--- src/rtl/pipelined_add_sub.sv ---
// Pipelined carry-ripple adder/subtractor: Width bits split into Stages equal chunks,
// one chunk ripple per stage, with a global-enable valid/ready handshake.
module pipelined_add_sub #(
    parameter int unsigned Width  = 32,
    parameter int unsigned Stages = 4
) (
    input  logic             clk_i,
    input  logic             rst_ni,
    input  logic [Width-1:0] add1_i,
    input  logic [Width-1:0] add2_i,
    input  logic             carry_i,
    input  logic             sub_i,
    input  logic             valid_i,
    output logic             ready_o,
    output logic [Width-1:0] sum_o,
    output logic             carry_o,
    output logic             overflow_o,
    output logic             valid_o,
    input  logic             ready_i
);

    localparam int unsigned CW = Width / Stages;

    if ((Stages < 1) || ((Width % Stages) != 0)) begin : g_bad_params
        $error("pipelined_add_sub: Stages must be >= 1 and divide Width");
    end

    // Each stage carries the full operand/sum words; chunks not yet consumed act as
    // the skew registers, chunks already produced act as the deskew registers.
    typedef struct packed {
        logic             valid;
        logic             carry;
        logic             overflow;
        logic [Width-1:0] a;
        logic [Width-1:0] b;
        logic [Width-1:0] sum;
    } stage_t;

    stage_t stage_q [Stages];
    stage_t stage_d [Stages];
    stage_t in_beat;
    logic   en;

    // Ripple chunk k of src; the carry into the chunk MSB is kept for overflow.
    function automatic stage_t advance(input stage_t src, input int unsigned k);
        stage_t dst;
        logic   c;
        logic   c_msb;
        dst   = src;
        c     = src.carry;
        c_msb = src.carry;
        for (int unsigned i = 0; i < CW; i++) begin
            dst.sum[k*CW+i] = src.a[k*CW+i] ^ src.b[k*CW+i] ^ c;
            if (i == CW - 1) c_msb = c;
            c = (src.a[k*CW+i] & src.b[k*CW+i]) | (c & (src.a[k*CW+i] ^ src.b[k*CW+i]));
        end
        dst.carry    = c;
        dst.overflow = c ^ c_msb;
        return dst;
    endfunction

    assign en      = ready_i | ~stage_q[Stages-1].valid;
    assign ready_o = en;

    always_comb begin
        in_beat.valid    = valid_i;
        in_beat.carry    = carry_i ^ sub_i;
        in_beat.overflow = 1'b0;
        in_beat.a        = add1_i;
        in_beat.b        = sub_i ? ~add2_i : add2_i;
        in_beat.sum      = '0;
    end

    always_comb begin
        // NOTE: every stage defaults to holding its value, so no path leaves stage_d
        // unassigned and no latch is inferred when en is low.
        stage_d = stage_q;
        if (en) begin
            stage_d[0] = advance(in_beat, 0);
            for (int unsigned k = 1; k < Stages; k++) begin
                stage_d[k] = advance(stage_q[k-1], k);
            end
        end
    end

    always_ff @(posedge clk_i or negedge rst_ni) begin
        if (!rst_ni) begin
            // NOTE: data registers are reset as well as valid bits, so the outputs read
            // zero during and after reset rather than stale or X data.
            for (int unsigned k = 0; k < Stages; k++) begin
                stage_q[k] <= '0;
            end
        end else begin
            // NOTE: non-blocking assignment so every stage samples its predecessor's
            // pre-edge value; blocking here would collapse the pipeline.
            stage_q <= stage_d;
        end
    end

    assign sum_o      = stage_q[Stages-1].sum;
    assign carry_o    = stage_q[Stages-1].carry;
    assign overflow_o = stage_q[Stages-1].overflow;
    assign valid_o    = stage_q[Stages-1].valid;

endmodule

--- config.mk ---
export PLATFORM = sky130hd
export DESIGN_NAME = pipelined_add_sub
export DESIGN_NICKNAME = d
export VERILOG_FILES = /design/src/rtl/pipelined_add_sub.sv
export SDC_FILE = /design/constraint.sdc
export NUM_CORES = 1
export LEC_CHECK = 0
export BUFFER_PORTS_ARGS = -buffer_cell sky130_fd_sc_hd__buf_2
export CAP_MARGIN = 20
export CELL_PAD_IN_SITES_DETAIL_PLACEMENT = 1
export CELL_PAD_IN_SITES_GLOBAL_PLACEMENT = 2
export CORE_ASPECT_RATIO = 1.1
export CORE_UTILIZATION = 42
export CTS_CLUSTER_DIAMETER = 40
export DETAILED_ROUTE_END_ITERATION = 12
export HOLD_SLACK_MARGIN = 0.06
export PLACE_DENSITY = 0.82
export SYNTH_ARGS = -nofsm -noshare
export SYNTH_HDL_FRONTEND = slang
export SYNTH_SLANG_ARGS = --single-unit
--- constraint.sdc ---
create_clock -name clk_i -period 4.8 [get_ports clk_i]
set_input_delay 0.24 -clock clk_i [delete_from_list [all_inputs] [get_ports clk_i]]
set_output_delay 0.24 -clock clk_i [all_outputs]
set_load 0.01 [all_outputs]
---- Yosys cells after proc, flatten, opt, wreduce, memory -nomap -nowiden ----
Index checks and enable logic that the tools add are counted.
W data, S select, Z words.
storage, ports and cells
  flip-flop bits (word level) ............. 281
  bits of input ports ..................... 70
  output and inout bits ................... 36
  word-level logic and storage cells ...... 186
cells by class
  multiplexer cells ....................... 2
  bitwise logic cells ..................... 165
operators with widths
  cell           number
  $xor A1 B1 Y1  66
  $and A1 B1 Y1  64
  $or A1 B1 Y1   33
  $mux W32       1
  $not A32 Y32   1
  $mux W1        1
  $not A1 Y1     1

---- Logic depth before layout (Yosys ltp) ----
  depth after elaboration ................. 19
  mapped depth ............................ 14
  mapped depth without buffers ............ 13

---- Worst setup path after synthesis ----
OpenSTA, ideal clock, no wires.
  path type ............................... input to register
  start point ............................. in sub_i
  end point ............................... reg stage_q[304] (netlist name)
  library setup time ...................... 127 ps
  arrival time ............................ 4057 ps
  data required time ...................... 4673 ps
  slack ................................... 615 ps
  cell stages on the path ................. 14
  buffers on the path ..................... 2
  cells stage by stage .................... buf_2 > buf_2 > xor2_1 > fa_1 > inv_1 > fa_1 > fa_1 > fa_1 > fa_1 > fa_1 > fa_1 > inv_1 > fa_1 > mux2_1
on the way
  longest elaborated chain between the ends .. 17
  elaborated cells between the ends (all ways) .. 32
  classes of those cells .................. mux (1); bitwise (31)
RTL lines
  item                    RTL line  RTL
  start: declaration      12        input logic sub_i,
  $mux W32                70        in_beat.b = sub_i ? ~add2_i : add2_i;
  $xor A1 B1 Y1           55        c = (src.a[k*CW+i] & src.b[k*CW+i]) | (c & (src.a[k*CW+i] ^ src.b[k*CW+i]));
  $and A1 B1 Y1           55
  $or A1 B1 Y1            55
  $and A1 B1 Y1           55
  $or A1 B1 Y1            55
  $and A1 B1 Y1           55
  $or A1 B1 Y1            55
  $and A1 B1 Y1           55
  $or A1 B1 Y1            55
  $and A1 B1 Y1           55
  $or A1 B1 Y1            55
  $and A1 B1 Y1           55
  $or A1 B1 Y1            55
  $and A1 B1 Y1           55
  $or A1 B1 Y1            55
  $xor A1 B1 Y1 (*)       53        dst.sum[k*CW+i] = src.a[k*CW+i] ^ src.b[k*CW+i] ^ c;
  end signal: assignment  96        stage_q <= stage_d;
  end: declaration        39        stage_t stage_q [Stages];
Mark *: on every way between the ends. The rest lies on a longest branch, timed or not.
A chain may end at the register's enable or synchronous reset.

---- Worst setup path in the final report ----
  start point ............................. reg stage_q[155] (netlist name)
  end point ............................... reg stage_q, in the netlist overflow_o
on the way
  longest elaborated chain between the ends .. 18
  elaborated cells between the ends (all ways) .. 20
  classes of those cells .................. mux (1); bitwise (19)
RTL lines
  item               RTL line  RTL
  $xor A1 B1 Y1      55
  $and A1 B1 Y1      55
  $or A1 B1 Y1 (*)   55
  $and A1 B1 Y1 (*)  55
  $or A1 B1 Y1 (*)   55
  $and A1 B1 Y1 (*)  55
  $or A1 B1 Y1 (*)   55
  $and A1 B1 Y1 (*)  55
  (+2 left out)      --
  $or A1 B1 Y1 (*)   55
  $and A1 B1 Y1 (*)  55
  $or A1 B1 Y1 (*)   55
  $and A1 B1 Y1 (*)  55
  $or A1 B1 Y1 (*)   55
  $and A1 B1 Y1      55
  $or A1 B1 Y1       55
  $xor A1 B1 Y1 (*)  58        dst.overflow = c ^ c_msb;
Mark *: on every way between the ends. The rest lies on a longest branch, timed or not. The select of a mux whose other input is x is not followed.

==> results.md <==
- Max-capacitance violation count: 0
- Leakage: 0.00481 uW
- Reg2Reg Depth: 13
- Worst Path Class, Setup: register to register
- Synth unique cells: 16
- Worst Tran Pin Value: 0.951 ns
- IO Port Bufs: 105
- Initial antenna violation count: 0
- Worst setup SP type: register
- Reg-to-Reg Start: stage_q[155]
- Mapped cell area: ~0.0087 mm2
- Worst skew pair latency: 0.43 ns
- First-pass detailed-route iteration total: 4
- Wire per inst: 17.6 um
- N_diodes: 0
- Synth top area share: a little over half
- Final setup skew: 0.00862 ns
- # H-tree levels: 4
- Gp weighted congestion: a little over 0.7
- Overall routing resource usage: 16.5%
- Fmax: 0.253 GHz
- Tmin final: 3.95 ns
- Floorplan Core Area: 0.0201 mm2
- Cells after Synth: 538
- Sw frac: 30.8%
- Hold-fix buffers, CTS: 23
- Hold Vio Cnt, Final: 0
- Initial core utilization: a little over two fifths
- Synth top area cells: dfrtp_1 (53%), mux2_4 (21%), fa_1 (7.3%)
- Crit share post-route: 82.3%
- Layout cell share with drive strength beyond 1: 42.3%
- Clock power share: between 20 and 25%
- Slew Limit Headroom: 36.6%
- PwrDens: 653 mW/mm2
- Sink Count: 185
- Pint: 4540 uW
- Crit path DAT: 4.26 ns
- Crit path max fanout: 2
- Die ar.: 0.0214 mm2
- Syn-to-layout area delta: 14.9%
- RSZ-0062 raised after global routing: no
- Met1 WL: approximately 7.4 mm
- Area taken by multi-input logic gates: 0.00353 mm2
- Mapped Nets: 640
- Req. time, crit path: between 5 and 6 ns
- Post-DP HPWL: 10.5 mm
- Reg area: between 0.004 and 0.005 mm2
- Via Count: 4339
- Nets: around 740
- Cell taking the most area after synthesis: dfrtp_1
- CTS Buf Count: 17
- Worst vdd ir: 0.000302 V
- CTS clk-pin slew, worst paths: 0.07 ns
- FP Rows: 54
- First-pass GRT wire length: 27.3 mm
- DRC Markers: 0
- Hold path cells: 2
- R2r setup slk: roughly 0.85 ns
- Die Span Y: approximately 150 um
- Hold Crit Class: primary input to register
- FF-to-FF End: overflow_o
- Synth Warn #: 0
- Met3 WL: around 440 um
- Synthesized area per cell: 16.2 um2
- Post-CTS Setup Inserts: 0
- Outcome: finished, final reports clean
- P_sw: a little over 2000 uW
- Starting DRT DRC Count: between 150 and 200
- Bufs on Longest Clock Path: 2
- # fillers: approximately 2000
- Met2 routed WL: 7.80 mm
- Routed Antenna Nets: 0
- Die W: roughly 140 um
- Critical path capture point type: register
- Post-Route WL: 15.8 mm
- CTS tree: done
- Slew Limit Fails: 0
- Ports: 106
- Hold path start: add1_i[17]
- Setup tns final: 0 ns
- Grt ovf: 0
- Setup Viol. Count Final: 0
- CP Launch Point: stage_q[155]
- Register bit total from synthesis: 185
- Vias in the first global route: 5116
- Sequential area share after synthesis: 53.0%
- Root Buffer: clkbuf_16
- Worst min-delay path endpoint: stage_q[378]
- Comb power frac: 36.3%
- Sequential share of power: 41.6%
- DR vias/cell: 4.83
- Worst hold slack: 0.0810 ns
- Largest net degree at the start of global routing: slightly below 90
- Highest metal used: met4
- PostCTS Resize Cnt: 0
## power groups by stage
stage / logic [uW] / registers [uW] / clock network (uW)
floorplan: 2060 / 2590 / 0
global placement: 2270 / 2710 / 0
detailed placement: 2380 / 2750 / 0
CTS: 2430 / 2740 / 1490
global route: 2650 / 2830 / 1550
finish: 2380 / 2720 / 1450
## critical path: stages (launching register included)
cell     delay, ns
dfrtp_1       0.38
inv_1         0.09
fa_1          0.17
inv_1         0.05
fa_1          0.37
fa_1          0.38
fa_1          0.40
fa_1          0.40
fa_1          0.43
fa_1          0.48
inv_1         0.11
fa_1          0.21
xnor2_1       0.08
mux2_1        0.29
## flip-flops by register name, summed over array words and instances (netlist names)
register	flops
carry_o	1
valid_o	1
sum_o	32
stage_q	150
overflow_o	1
## layout make-up
class	count	area share [%]
Inverter	29	1.09
Multi-Input combinational cell	265	35.2
Clock buffer	18	4.38
Tap cell	252	3.14
Clock inverter	13	1.70
Timing Repair Buffer	136	8.37
Sequential cell	185	46.2
## layer usage
metal / vias up / GRT usage, %
met1: 2293 / 22.1
li1: 1948 / -
met5: - / 0
met4: 0 / 5.56
met3: 17 / 3.23
met2: 81 / 26.9
## per-stage QoR
stage,total power (uW),area (um2),setup slack (ns),utilization (%),cells
global route,7030,10000,0.624,49.8,898
floorplan,4650,8730,0.615,-,538
global placement,4990,9180,0.767,45.6,843
finish,6550,10000,0.848,49.8,898
CTS,6660,10000,0.822,49.8,897
detailed placement,5130,9180,0.711,45.6,843
## worst max path at each step
stage / endpoint / slack, ns / cells after the start
after global placement: stage_q[304] / 0.77 / 13
after detailed placement: stage_q[304] / 0.71 / 13
after CTS: overflow_o / 0.82 / 13
after floorplan: stage_q[304] / 0.62 / 14
after global routing: overflow_o / 0.62 / 13
final: overflow_o / 0.85 / 13
## synthesized netlist by cell type
master	n
dfrtp_1	185
mux2_4	120
mux2_1	47
buf_4	32
fa_1	32
inv_1	29
xor2_1	25
buf_6	16
nor3b_1	13
a21oi_2	9
buf_2	9
xnor2_1	9
a21oi_1	4
mux2i_1	4
clkbuf_1	2
nand2b_1	2
## logic make-up (layout without fill, tap and decap cells)
group	Yosys count	count (layout)	share of synthesized area, %
flops	185	185	53.0
mux	171	171	27.2
compound gates	13	13	1.13
buf+inv	88	196	6.66
xor+xnor	34	34	3.41
simple gates	15	15	1.26
fa+ha+maj	32	32	7.34
## placed cells by master, fill, tap and decap left out, drive strengths merged
cell,instances
fa,32
xor2,25
a21oi,13
mux2,167
mux2i,4
clkinv,5
dlygate4sd3,24
dfrtp,185
inv,32
clkbuf,19
bufinv,3
nand2b,2
nor3b,13
clkinvlp,2
xnor2,9
buf,111
(Power assumes the default switching activity.)
